<file path="config.mk">
export PLATFORM = sky130hd
export DESIGN_NAME = id_ex_stage
export DESIGN_NICKNAME = d
export VERILOG_FILES = /design/src/rtl/id_ex_stage.sv
export SDC_FILE = /design/constraint.sdc
export NUM_CORES = 1
export LEC_CHECK = 0
export ABC_CLOCK_PERIOD_IN_PS = 2950
export CORE_AREA = 2 2 224 226
export DETAILED_ROUTE_END_ITERATION = 6
export DIE_AREA = 0 0 226 228
export PLACE_DENSITY = 0.65
export RECOVER_POWER = 100
export SLEW_MARGIN = 0
export SYNTH_ARGS = -nofsm -noshare
export SYNTH_HDL_FRONTEND = slang
export SYNTH_SLANG_ARGS = --single-unit
</file>
<file path="constraint.sdc">
create_clock -name clk -period 2.95 [get_ports clk]
set_input_delay 0.295 -clock clk [delete_from_list [all_inputs] [get_ports clk]]
set_output_delay 0.295 -clock clk [all_outputs]
set_load 0.02 [all_outputs]
</file>
<file path="src/rtl/id_ex_stage.sv">
// id_ex_stage: decode/issue pipeline register feeding the 64-bit LEGv8 ALU.
// Decodes one instruction per transfer and resolves EX/MEM and MEM/WB forwarding.
// It then captures the ALU operands and control bits into a single-entry register
// with a valid/ready handshake, stall (i_ex_ready low) and flush.
//
// Ports:
//   clk, rst_n               clock, asynchronous active-low reset
//   i_in_valid / o_in_ready  upstream handshake
//   i_instr                  instruction word
//   i_rn/rm/rt_data          register-file reads for instr[9:5] / [20:16] / [4:0]
//   i_exmem_*, i_memwb_*     forwarding sources (write enable, index, value)
//   i_ex_ready               EX consumes the held entry this cycle
//   i_flush                  kill the held entry and the incoming transfer
//   o_out_valid              held entry valid
//   o_a, o_b                 ALU operands
//   o_alu_op, o_shamt        ALU operation and shift amount
//   o_store_data             forwarded Rt value
//   o_rd                     destination index
//   o_reg_write, o_mem_read, o_mem_write, o_cbz, o_illegal   control bits
module id_ex_stage #(
  parameter int unsigned DW = 64
) (
  input  logic          clk,
  input  logic          rst_n,
  input  logic          i_in_valid,
  output logic          o_in_ready,
  input  logic [31:0]   i_instr,
  input  logic [DW-1:0] i_rn_data,
  input  logic [DW-1:0] i_rm_data,
  input  logic [DW-1:0] i_rt_data,
  input  logic          i_exmem_wen,
  input  logic          i_memwb_wen,
  input  logic [4:0]    i_exmem_rd,
  input  logic [4:0]    i_memwb_rd,
  input  logic [DW-1:0] i_exmem_data,
  input  logic [DW-1:0] i_memwb_data,
  input  logic          i_ex_ready,
  input  logic          i_flush,
  output logic          o_out_valid,
  output logic [DW-1:0] o_a,
  output logic [DW-1:0] o_b,
  output logic [3:0]    o_alu_op,
  output logic [5:0]    o_shamt,
  output logic [DW-1:0] o_store_data,
  output logic [4:0]    o_rd,
  output logic          o_reg_write,
  output logic          o_mem_read,
  output logic          o_mem_write,
  output logic          o_cbz,
  output logic          o_illegal
);

  // XZR reads as zero; EX/MEM is younger than MEM/WB so it wins.
  function automatic logic [DW-1:0] f_resolve(
    input logic [4:0]    idx,
    input logic [DW-1:0] raw,
    input logic          ex_wen,
    input logic [4:0]    ex_rd,
    input logic [DW-1:0] ex_data,
    input logic          wb_wen,
    input logic [4:0]    wb_rd,
    input logic [DW-1:0] wb_data
  );
    if (idx == 5'd31)                 return '0;
    else if (ex_wen && ex_rd == idx)  return ex_data;
    else if (wb_wen && wb_rd == idx)  return wb_data;
    else                              return raw;
  endfunction

  logic [DW-1:0] w_rn_res, w_rm_res, w_rt_res;
  logic [DW-1:0] w_b, w_imm12, w_imm9;
  logic [3:0]    w_alu_op;
  logic [5:0]    w_shamt;
  logic [4:0]    w_rd;
  logic          w_reg_write, w_mem_read, w_mem_write, w_cbz, w_illegal;
  logic          w_transfer;

  logic          r_out_valid;
  logic [DW-1:0] r_a, r_b, r_store_data;
  logic [3:0]    r_alu_op;
  logic [5:0]    r_shamt;
  logic [4:0]    r_rd;
  logic          r_reg_write, r_mem_read, r_mem_write, r_cbz, r_illegal;

  assign w_rn_res = f_resolve(i_instr[9:5], i_rn_data, i_exmem_wen, i_exmem_rd, i_exmem_data,
                              i_memwb_wen, i_memwb_rd, i_memwb_data);
  assign w_rm_res = f_resolve(i_instr[20:16], i_rm_data, i_exmem_wen, i_exmem_rd, i_exmem_data,
                              i_memwb_wen, i_memwb_rd, i_memwb_data);
  assign w_rt_res = f_resolve(i_instr[4:0], i_rt_data, i_exmem_wen, i_exmem_rd, i_exmem_data,
                              i_memwb_wen, i_memwb_rd, i_memwb_data);

  assign w_imm12 = {{(DW-12){1'b0}}, i_instr[21:10]};
  assign w_imm9  = {{(DW-9){i_instr[20]}}, i_instr[20:12]};

  always_comb begin
    w_b         = '0;
    w_alu_op    = 4'd15;
    w_shamt     = 6'd0;
    w_rd        = i_instr[4:0];
    w_reg_write = 1'b0;
    w_mem_read  = 1'b0;
    w_mem_write = 1'b0;
    w_cbz       = 1'b0;
    w_illegal   = 1'b0;
    casez (i_instr[31:21])
      11'b10110100???: begin  // CBZ
        w_b   = w_rt_res;
        w_cbz = 1'b1;
        w_rd  = 5'd0;
      end
      11'b1001000100?: begin  // ADDI
        w_b = w_imm12; w_alu_op = 4'd0; w_reg_write = 1'b1;
      end
      11'b1101000100?: begin  // SUBI
        w_b = w_imm12; w_alu_op = 4'd1; w_reg_write = 1'b1;
      end
      11'b10001011000: begin w_b = w_rm_res; w_alu_op = 4'd0; w_reg_write = 1'b1; end
      11'b11001011000: begin w_b = w_rm_res; w_alu_op = 4'd1; w_reg_write = 1'b1; end
      11'b10001010000: begin w_b = w_rm_res; w_alu_op = 4'd2; w_reg_write = 1'b1; end
      11'b10101010000: begin w_b = w_rm_res; w_alu_op = 4'd3; w_reg_write = 1'b1; end
      11'b11001010000: begin w_b = w_rm_res; w_alu_op = 4'd4; w_reg_write = 1'b1; end
      11'b11010011011: begin w_alu_op = 4'd6; w_shamt = i_instr[15:10]; w_reg_write = 1'b1; end
      11'b11010011010: begin w_alu_op = 4'd7; w_shamt = i_instr[15:10]; w_reg_write = 1'b1; end
      11'b11111000010: begin  // LDUR
        w_b = w_imm9; w_alu_op = 4'd0; w_mem_read = 1'b1; w_reg_write = 1'b1;
      end
      11'b11111000000: begin  // STUR
        w_b = w_imm9; w_alu_op = 4'd0; w_mem_write = 1'b1; w_rd = 5'd0;
      end
      default: w_illegal = 1'b1;
    endcase
  end

  assign o_in_ready = !i_flush && (!r_out_valid || i_ex_ready);
  assign w_transfer = i_in_valid && o_in_ready;

  always_ff @(posedge clk or negedge rst_n) begin
    if (!rst_n) begin
      r_out_valid <= 1'b0;
    end else if (i_flush) begin
      r_out_valid <= 1'b0;
    end else if (w_transfer) begin
      r_out_valid <= 1'b1;
    end else if (i_ex_ready) begin
      r_out_valid <= 1'b0;
    end
  end

  // Payload only moves on a transfer, so a stalled entry keeps its captured forwarding.
  always_ff @(posedge clk or negedge rst_n) begin
    if (!rst_n) begin
      r_a          <= '0;
      r_b          <= '0;
      r_store_data <= '0;
      r_alu_op     <= 4'd0;
      r_shamt      <= 6'd0;
      r_rd         <= 5'd0;
      r_reg_write  <= 1'b0;
      r_mem_read   <= 1'b0;
      r_mem_write  <= 1'b0;
      r_cbz        <= 1'b0;
      r_illegal    <= 1'b0;
    end else if (w_transfer) begin
      r_a          <= w_rn_res;
      r_b          <= w_b;
      r_store_data <= w_rt_res;
      r_alu_op     <= w_alu_op;
      r_shamt      <= w_shamt;
      r_rd         <= w_rd;
      r_reg_write  <= w_reg_write;
      r_mem_read   <= w_mem_read;
      r_mem_write  <= w_mem_write;
      r_cbz        <= w_cbz;
      r_illegal    <= w_illegal;
    end
  end

  assign o_out_valid  = r_out_valid;
  assign o_a          = r_a;
  assign o_b          = r_b;
  assign o_store_data = r_store_data;
  assign o_alu_op     = r_alu_op;
  assign o_shamt      = r_shamt;
  assign o_rd         = r_rd;
  assign o_reg_write  = r_reg_write;
  assign o_mem_read   = r_mem_read;
  assign o_mem_write  = r_mem_write;
  assign o_cbz        = r_cbz;
  assign o_illegal    = r_illegal;

endmodule

</file>
==> results.yml, run 1 <==
critical_path:
  worstPathArrival_ps: 3060
  path_cells: "nor2b_1, or3b_4, nor2_4, clkbuf_2, a22o_1"
  r2r_slack_ps: 370
  start_kind: "register"
  worst-path-max-fanout: 36
  max_stage_delay_ps: 840
  crit_type: "register to register"
  critPathSlowestCell: "clkbuf_2"
  crit_path_end_kind: "register"
  critPathRequiredTime_ps: 3430
power_and_ir_drop:
  p_int_mw: 6.65
  ir_drop_mv: 0.409
  leakage_nw: 8.31
  power_density_nw_per_um2: 455
  comb_power_share_pct: 28.0
  p_sw_share_pct: 31.4
  p_clk_share_pct: 36.8
  power_switching_mw: 3.05
  pwr-share-seq_pct: 35.2
synthesis:
  synth-seq-area-share_pct: 39.1
  ys_types: 53
  synthFlopType: "dfrtp_1"
  async_reset_ff_share_pct: 100
  synth.top_cell.area_share_pct: 39.1
  synth.net_count: 1936
  ys_ff_latch: 213
  syn_avg_cell_area_um2: 8.71
  synth_top_area_cell: "dfrtp_1"
  yosysWarnings: 0
  synthCells: 1567
  syn_area_um2: 13600
  synth_enable_flop_cells: 0
  synthTopCellsByArea: "dfrtp_1 (39%), o21ai_0 (7.0%), a22o_1 (6.7%), mux2i_1 (5.0%), nand2_1 (5.0%)"
cells_and_area:
  multi_input_area_um2: 7550
  layout_common_cells: "clkdlybuf4s50_1 (362), dlygate4sd3_1 (219), o21ai_0 (213), dfrtp_1 (213), nand2_1 (177)"
  nNetsFinal: 2444
  layout_commonest_cell: "clkdlybuf4s50_1"
  n_fill_cell: 4818
  seq_area_um2: 5330
  fin_util_pct: 43.2
  areaGrowthSynthToFinish_pct: 56.2
  drive_gt1_share_pct: 8.69
floorplan:
  fp.coreArea_um2: 49300
  fp.dieW_um: 226
  die_area_um2: 51500
  num_io_pins: 583
  die_h_um: 228
  num_rows: 82
  initial_core_util_pct: 27.6
route:
  via_per_inst: 5.83
  postRouteAntennaNets: 0
  dr.first_iter.drc_count: 1548
  dr.pass1.iters: 7
  post-route-drc-count: 0
  drt-total-wl_um: 72400
  routedWlPerCell_um: 26.1
  vias: 16200
global_routing:
  grt_max_degree: 110
  grt_antenna_before_repair: 9
  grt_pass1_wl_um: 107000
  globalRouteTotalUtil_pct: 27.0
  grt_overflow_total: 0
  grt_pass1_vias: 16500
run:
  drv_cap: 1
placed_design:
  place.port_buffers: 582
  place_hpwl_um: 50600
  dp_slack_ps: -1.25
  gp_congestion: 0.951
outcome:
  violations: "max-capacitance violations, max-slew violations"
  status: "complete, but fails checks"
timing:
  min_period_ps: 2580
  max_freq_mhz: 388
  hold_violations: 0
  setup_ws_ps: 373
  rsz0062_at_grt: "no"
  relSlewSlack_pct: -39.2
  fin_crit_sh_pct: 87.4
  setup-violations-final: 0
  skew_ps: 18.6
  maxSlewViolCount: 69
  tightest_slew_ps: 2090
clock_tree:
  cts.path.max_buffers: 3
  cts_tree: "yes"
  cts.clk_slew.worst_paths_ps: 60
  ctsHtreeMaxLevel: 1
  ctsResizeCount: 0
  clkLatencyLatePin_ps: 560
  numCtsBuffers: 27
  root_buffer: "clkbuf_16"
  cts.sinks: 213
worst_hold_path:
  hold_class: "input port to register"
registers in the layout (all words and copies together) (netlist names):
register      count
o_rd              5
o_mem_read        1
o_out_valid       1
o_reg_write       1
o_b              64
o_mem_write       1
o_alu_op          4
o_cbz             1
o_illegal         1
o_shamt           6
o_a              64
o_store_data     64
synthesized netlist by cell type, types with 12 or more instances:
cell type,number
dfrtp_1,213
o21ai_0,191
nand2_1,180
clkbuf_1,118
a22o_1,105
o211ai_1,80
nand3_1,76
mux2i_1,68
a31oi_1,63
nor3_1,40
nand4_1,39
a21oi_1,38
buf_2,31
nor2_1,30
o211ai_2,26
inv_1,24
or2_2,24
or3_1,24
a32o_1,23
a32oi_1,23
o21ai_1,23
xnor2_1,18
buf_1,13
xor2_1,12
power groups by stage:
stage / clock [mW] / sequential [mW] / combinational, mW
3_3_place_gp: 0 / 3.46 / 2.80
6_report: 3.57 / 3.41 / 2.72
3_5_place_dp: 0 / 3.47 / 2.81
4_1_cts: 3.64 / 3.42 / 2.82
2_1_floorplan: 0 / 3.80 / 0.741
5_1_grt: 3.74 / 3.45 / 2.84
metrics by stage:
stage          hold slack [ps]  instances  power, mW  area, um2  TNS [ps]
2_1_floorplan           -0.591       1567       4.54      13600         0
3_3_place_gp               330       2717       6.27      20400         0
3_5_place_dp               326       2717       6.27      20400     -1.25
4_1_cts                    294       2767       9.88      21400         0
5_1_grt                    342       2776       10.0      21300         0
6_report                   321       2776       9.70      21300         0
worst max-delay path: cells and delay by family, from the launching register on:
| kind | cells | cell delay, ps |
|---|---|---|
| flops | 1 | 370 |
| simple gates | 3 | 970 |
| buf+inv | 1 | 840 |
| compound gates | 1 | 250 |
repair_timing:
action | in CTS | in global routing
buffers inserted | 0 | 0
endpoints found under the hold margin | 65 | 0
hold buffers | 1 | 0
layer usage:
metal  track usage, %  share of wire [%]  up-vias
met5                0                  0        -
met4             13.4                4.5        0
met3             5.28                9.9      214
met2             44.6                 47     1151
met1             33.5                 38     7837
li1                 -                  -     6975
cells by family after synthesis:
kind of cell    after synthesis  synth area share (%)
compound gates              607                  31.4
xor+xnor                     30                  1.93
buf+inv                     194                  6.03
simple gates                450                  16.1
mux                          73                  5.40
flops                       213                  39.1
final timing paths:
path	from	to	cells past startpoint
worst max-delay path	o_out_valid	o_store_data[40]	5
worst min-delay path	i_flush	o_out_valid	2
worst max register to register	o_out_valid	o_store_data[40]	5
worst min register to register	o_shamt[4]	o_shamt[4]	2
max in group asynchronous	rst_n	o_a[62]	3
min in group asynchronous	rst_n	o_a[61]	2
final cells by class:
cell class,count,area share (%)
Antenna cell,9,0.106
Clock buffer,41,3.89
Clock inverter,8,0.540
Inverter,24,0.423
Multi-Input combinational cell,1160,35.4
Sequential cell,213,25.0
Tap cell,672,3.94
Timing Repair Buffer,649,30.7
Note: power is estimated with default switching activity, not from simulation.
==> run 2, diff against run 1 <==
--- a/config.mk
+++ b/config.mk
@@ -9,6 +9,7 @@
 export CORE_AREA = 2 2 224 226
 export DETAILED_ROUTE_END_ITERATION = 6
 export DIE_AREA = 0 0 226 228
+export MAX_ROUTING_LAYER = met4
 export PLACE_DENSITY = 0.65
 export RECOVER_POWER = 100
 export SLEW_MARGIN = 0
==> results.yml, run 2 (synthesis results as in run 1) <==
outcome:
  status: "complete, but fails checks"
  violations: "max-capacitance violations, max-slew violations"
timing:
  setup_ws_ps: 308
  fin_tns_setup_ps: 0
  skew_ps: 17.5
  fin_crit_sh_pct: 89.5
  maxSlewViolCount: 75
  hold_violations: 0
  setup-violations-final: 0
  relSlewSlack_pct: -46.5
  max_freq_mhz: 379
  min_period_ps: 2640
  tightest_slew_ps: 2200
  rsz0062_at_grt: "no"
cells_and_area:
  drive_gt1_share_pct: 9.06
  areaGrowthSynthToFinish_pct: 56.8
  layout_common_cells: "clkdlybuf4s50_1 (364), dlygate4sd3_1 (217), o21ai_0 (213), dfrtp_1 (213), nand2_1 (176)"
  layout_commonest_cell: "clkdlybuf4s50_1"
  nNetsFinal: 2444
floorplan:
  fp.dieW_um: 226
  fp.coreArea_um2: 49300
  num_io_pins: 583
  initial_core_util_pct: 27.6
  num_rows: 82
  die_h_um: 228
  die_area_um2: 51500
global_routing:
  grt_pass1_wl_um: 108000
  grt_antenna_before_repair: 5
  grt_overflow_total: 0
  globalRouteTotalUtil_pct: 28.5
  grt_max_degree: 93
  grt_pass1_vias: 16200
power_and_ir_drop:
  power_density_nw_per_um2: 464
  ir_drop_mv: 0.347
  leakage_nw: 8.34
clock_tree:
  ctsHtreeMaxLevel: 1
  cts.sinks: 213
  ctsResizeCount: 0
  numCtsBuffers: 28
  cts.path.max_buffers: 3
  clkLatencyLatePin_ps: 570
  root_buffer: "clkbuf_16"
  cts_tree: "yes"
  cts.clk_slew.worst_paths_ps: 60
placed_design:
  dp_slack_ps: 18.3
  place.port_buffers: 582
  place_hpwl_um: 51600
  gp_congestion: 0.963
critical_path:
  path_cells: "clkdlybuf4s50_1, xnor2_1, clkbuf_1, nand3_1, buf_4, o211ai_1, a31oi_1, o21ai_0"
  crit_path_end_kind: "register"
  critPathRequiredTime_ps: 3410
  max_stage_delay_ps: 640
  r2r_slack_ps: 410
  start_kind: "input port"
  critPathSlowestCell: "xnor2_1"
  worst-path-max-fanout: 23
  worstPathArrival_ps: 3110
  crit_type: "input port to register"
route:
  routedWlPerCell_um: 26.7
  dr.pass1.iters: 5
  postRouteAntennaNets: 0
  post-route-drc-count: 0
  vias: 16300
  via_per_inst: 5.87
  dr.first_iter.drc_count: 1667
  drt-total-wl_um: 74000
worst_hold_path:
  hold_class: "input port to register"
run:
  drv_cap: 1
## run 2: cell count changes in the layout (fill, tap and decap cells not counted), sizes merged
| cell | delta |
|---|---|
| buf | +8 |
| bufinv | +1 |
| clkbuf | -10 |
| clkdlybuf4s50 | +2 |
| clkinv | -2 |
| clkinvlp | +4 |
| diode | -5 |
| dlygate4sd3 | -2 |
| inv | +1 |
## run 2: routing by layer
| layer | global-route usage (%) | routed length, um | vias to the layer above |
|---|---|---|---|
| li1 | - | - | 6972 |
| met5 | - | 0 | - |
| met3 | 5.06 | 6610 | 200 |
| met1 | 35.7 | 29500 | 8014 |
| met4 | 11.4 | 3310 | 0 |
| met2 | 45.4 | 34600 | 1089 |
## run 2: what timing repair did
item,in CTS,in global routing
endpoints found under the hold margin,72,0
setup buffers,0,0
hold buffers,1,0
## run 2: critical path: cells and delay by family
| kind | cells | cell delay, ps |
|---|---|---|
| AO/OA/AOI/OAI | 3 | 540 |
| AND/OR/NAND/NOR | 1 | 260 |
| buffers and inverters | 3 | 1320 |
| XOR/XNOR | 1 | 640 |
## run 2: area by class of cell
| type | instances | area (um2) |
|---|---|---|
| well taps | 672 | 841 |
| fillers | 4811 | 27900 |
| repair buffers | 648 | 6580 |
| flip-flops and latches | 213 | 5330 |
| diodes | 4 | 10.0 |
| clock inverters | 12 | 180 |
| clock buffers | 40 | 827 |
| multi-input cells | 1160 | 7550 |
| inverters | 24 | 90.1 |
## run 2: final timing paths
check / cells past startpoint / start / endpoint
max: 8 / i_memwb_rd[0] / o_b[34]
max in group asynchronous: 3 / rst_n / o_b[34]
min: 3 / i_instr[11] / o_shamt[1]
min reg2reg: 2 / o_shamt[0] / o_shamt[0]
max reg2reg: 5 / o_out_valid / o_a[14]
min in group asynchronous: 2 / rst_n / o_a[2]
## run 2: stage by stage
stage	cells	utilization [%]	instance area, um2	hold slack, ps	power [mW]
finish	2773	43.4	21400	329	9.94
global placement	2716	41.5	20500	338	6.29
floorplan	1567	-	13600	-0.591	4.54
CTS	2769	43.5	21500	297	10.1
global route	2773	43.4	21400	318	10.3
detailed placement	2716	41.5	20500	340	6.30
## run 2: power by group
group	total, mW	internal [mW]	switching (mW)
Combinational	2.74	1.26	1.48
Sequential	3.41	3.22	0.191
Clock	3.78	2.30	1.48
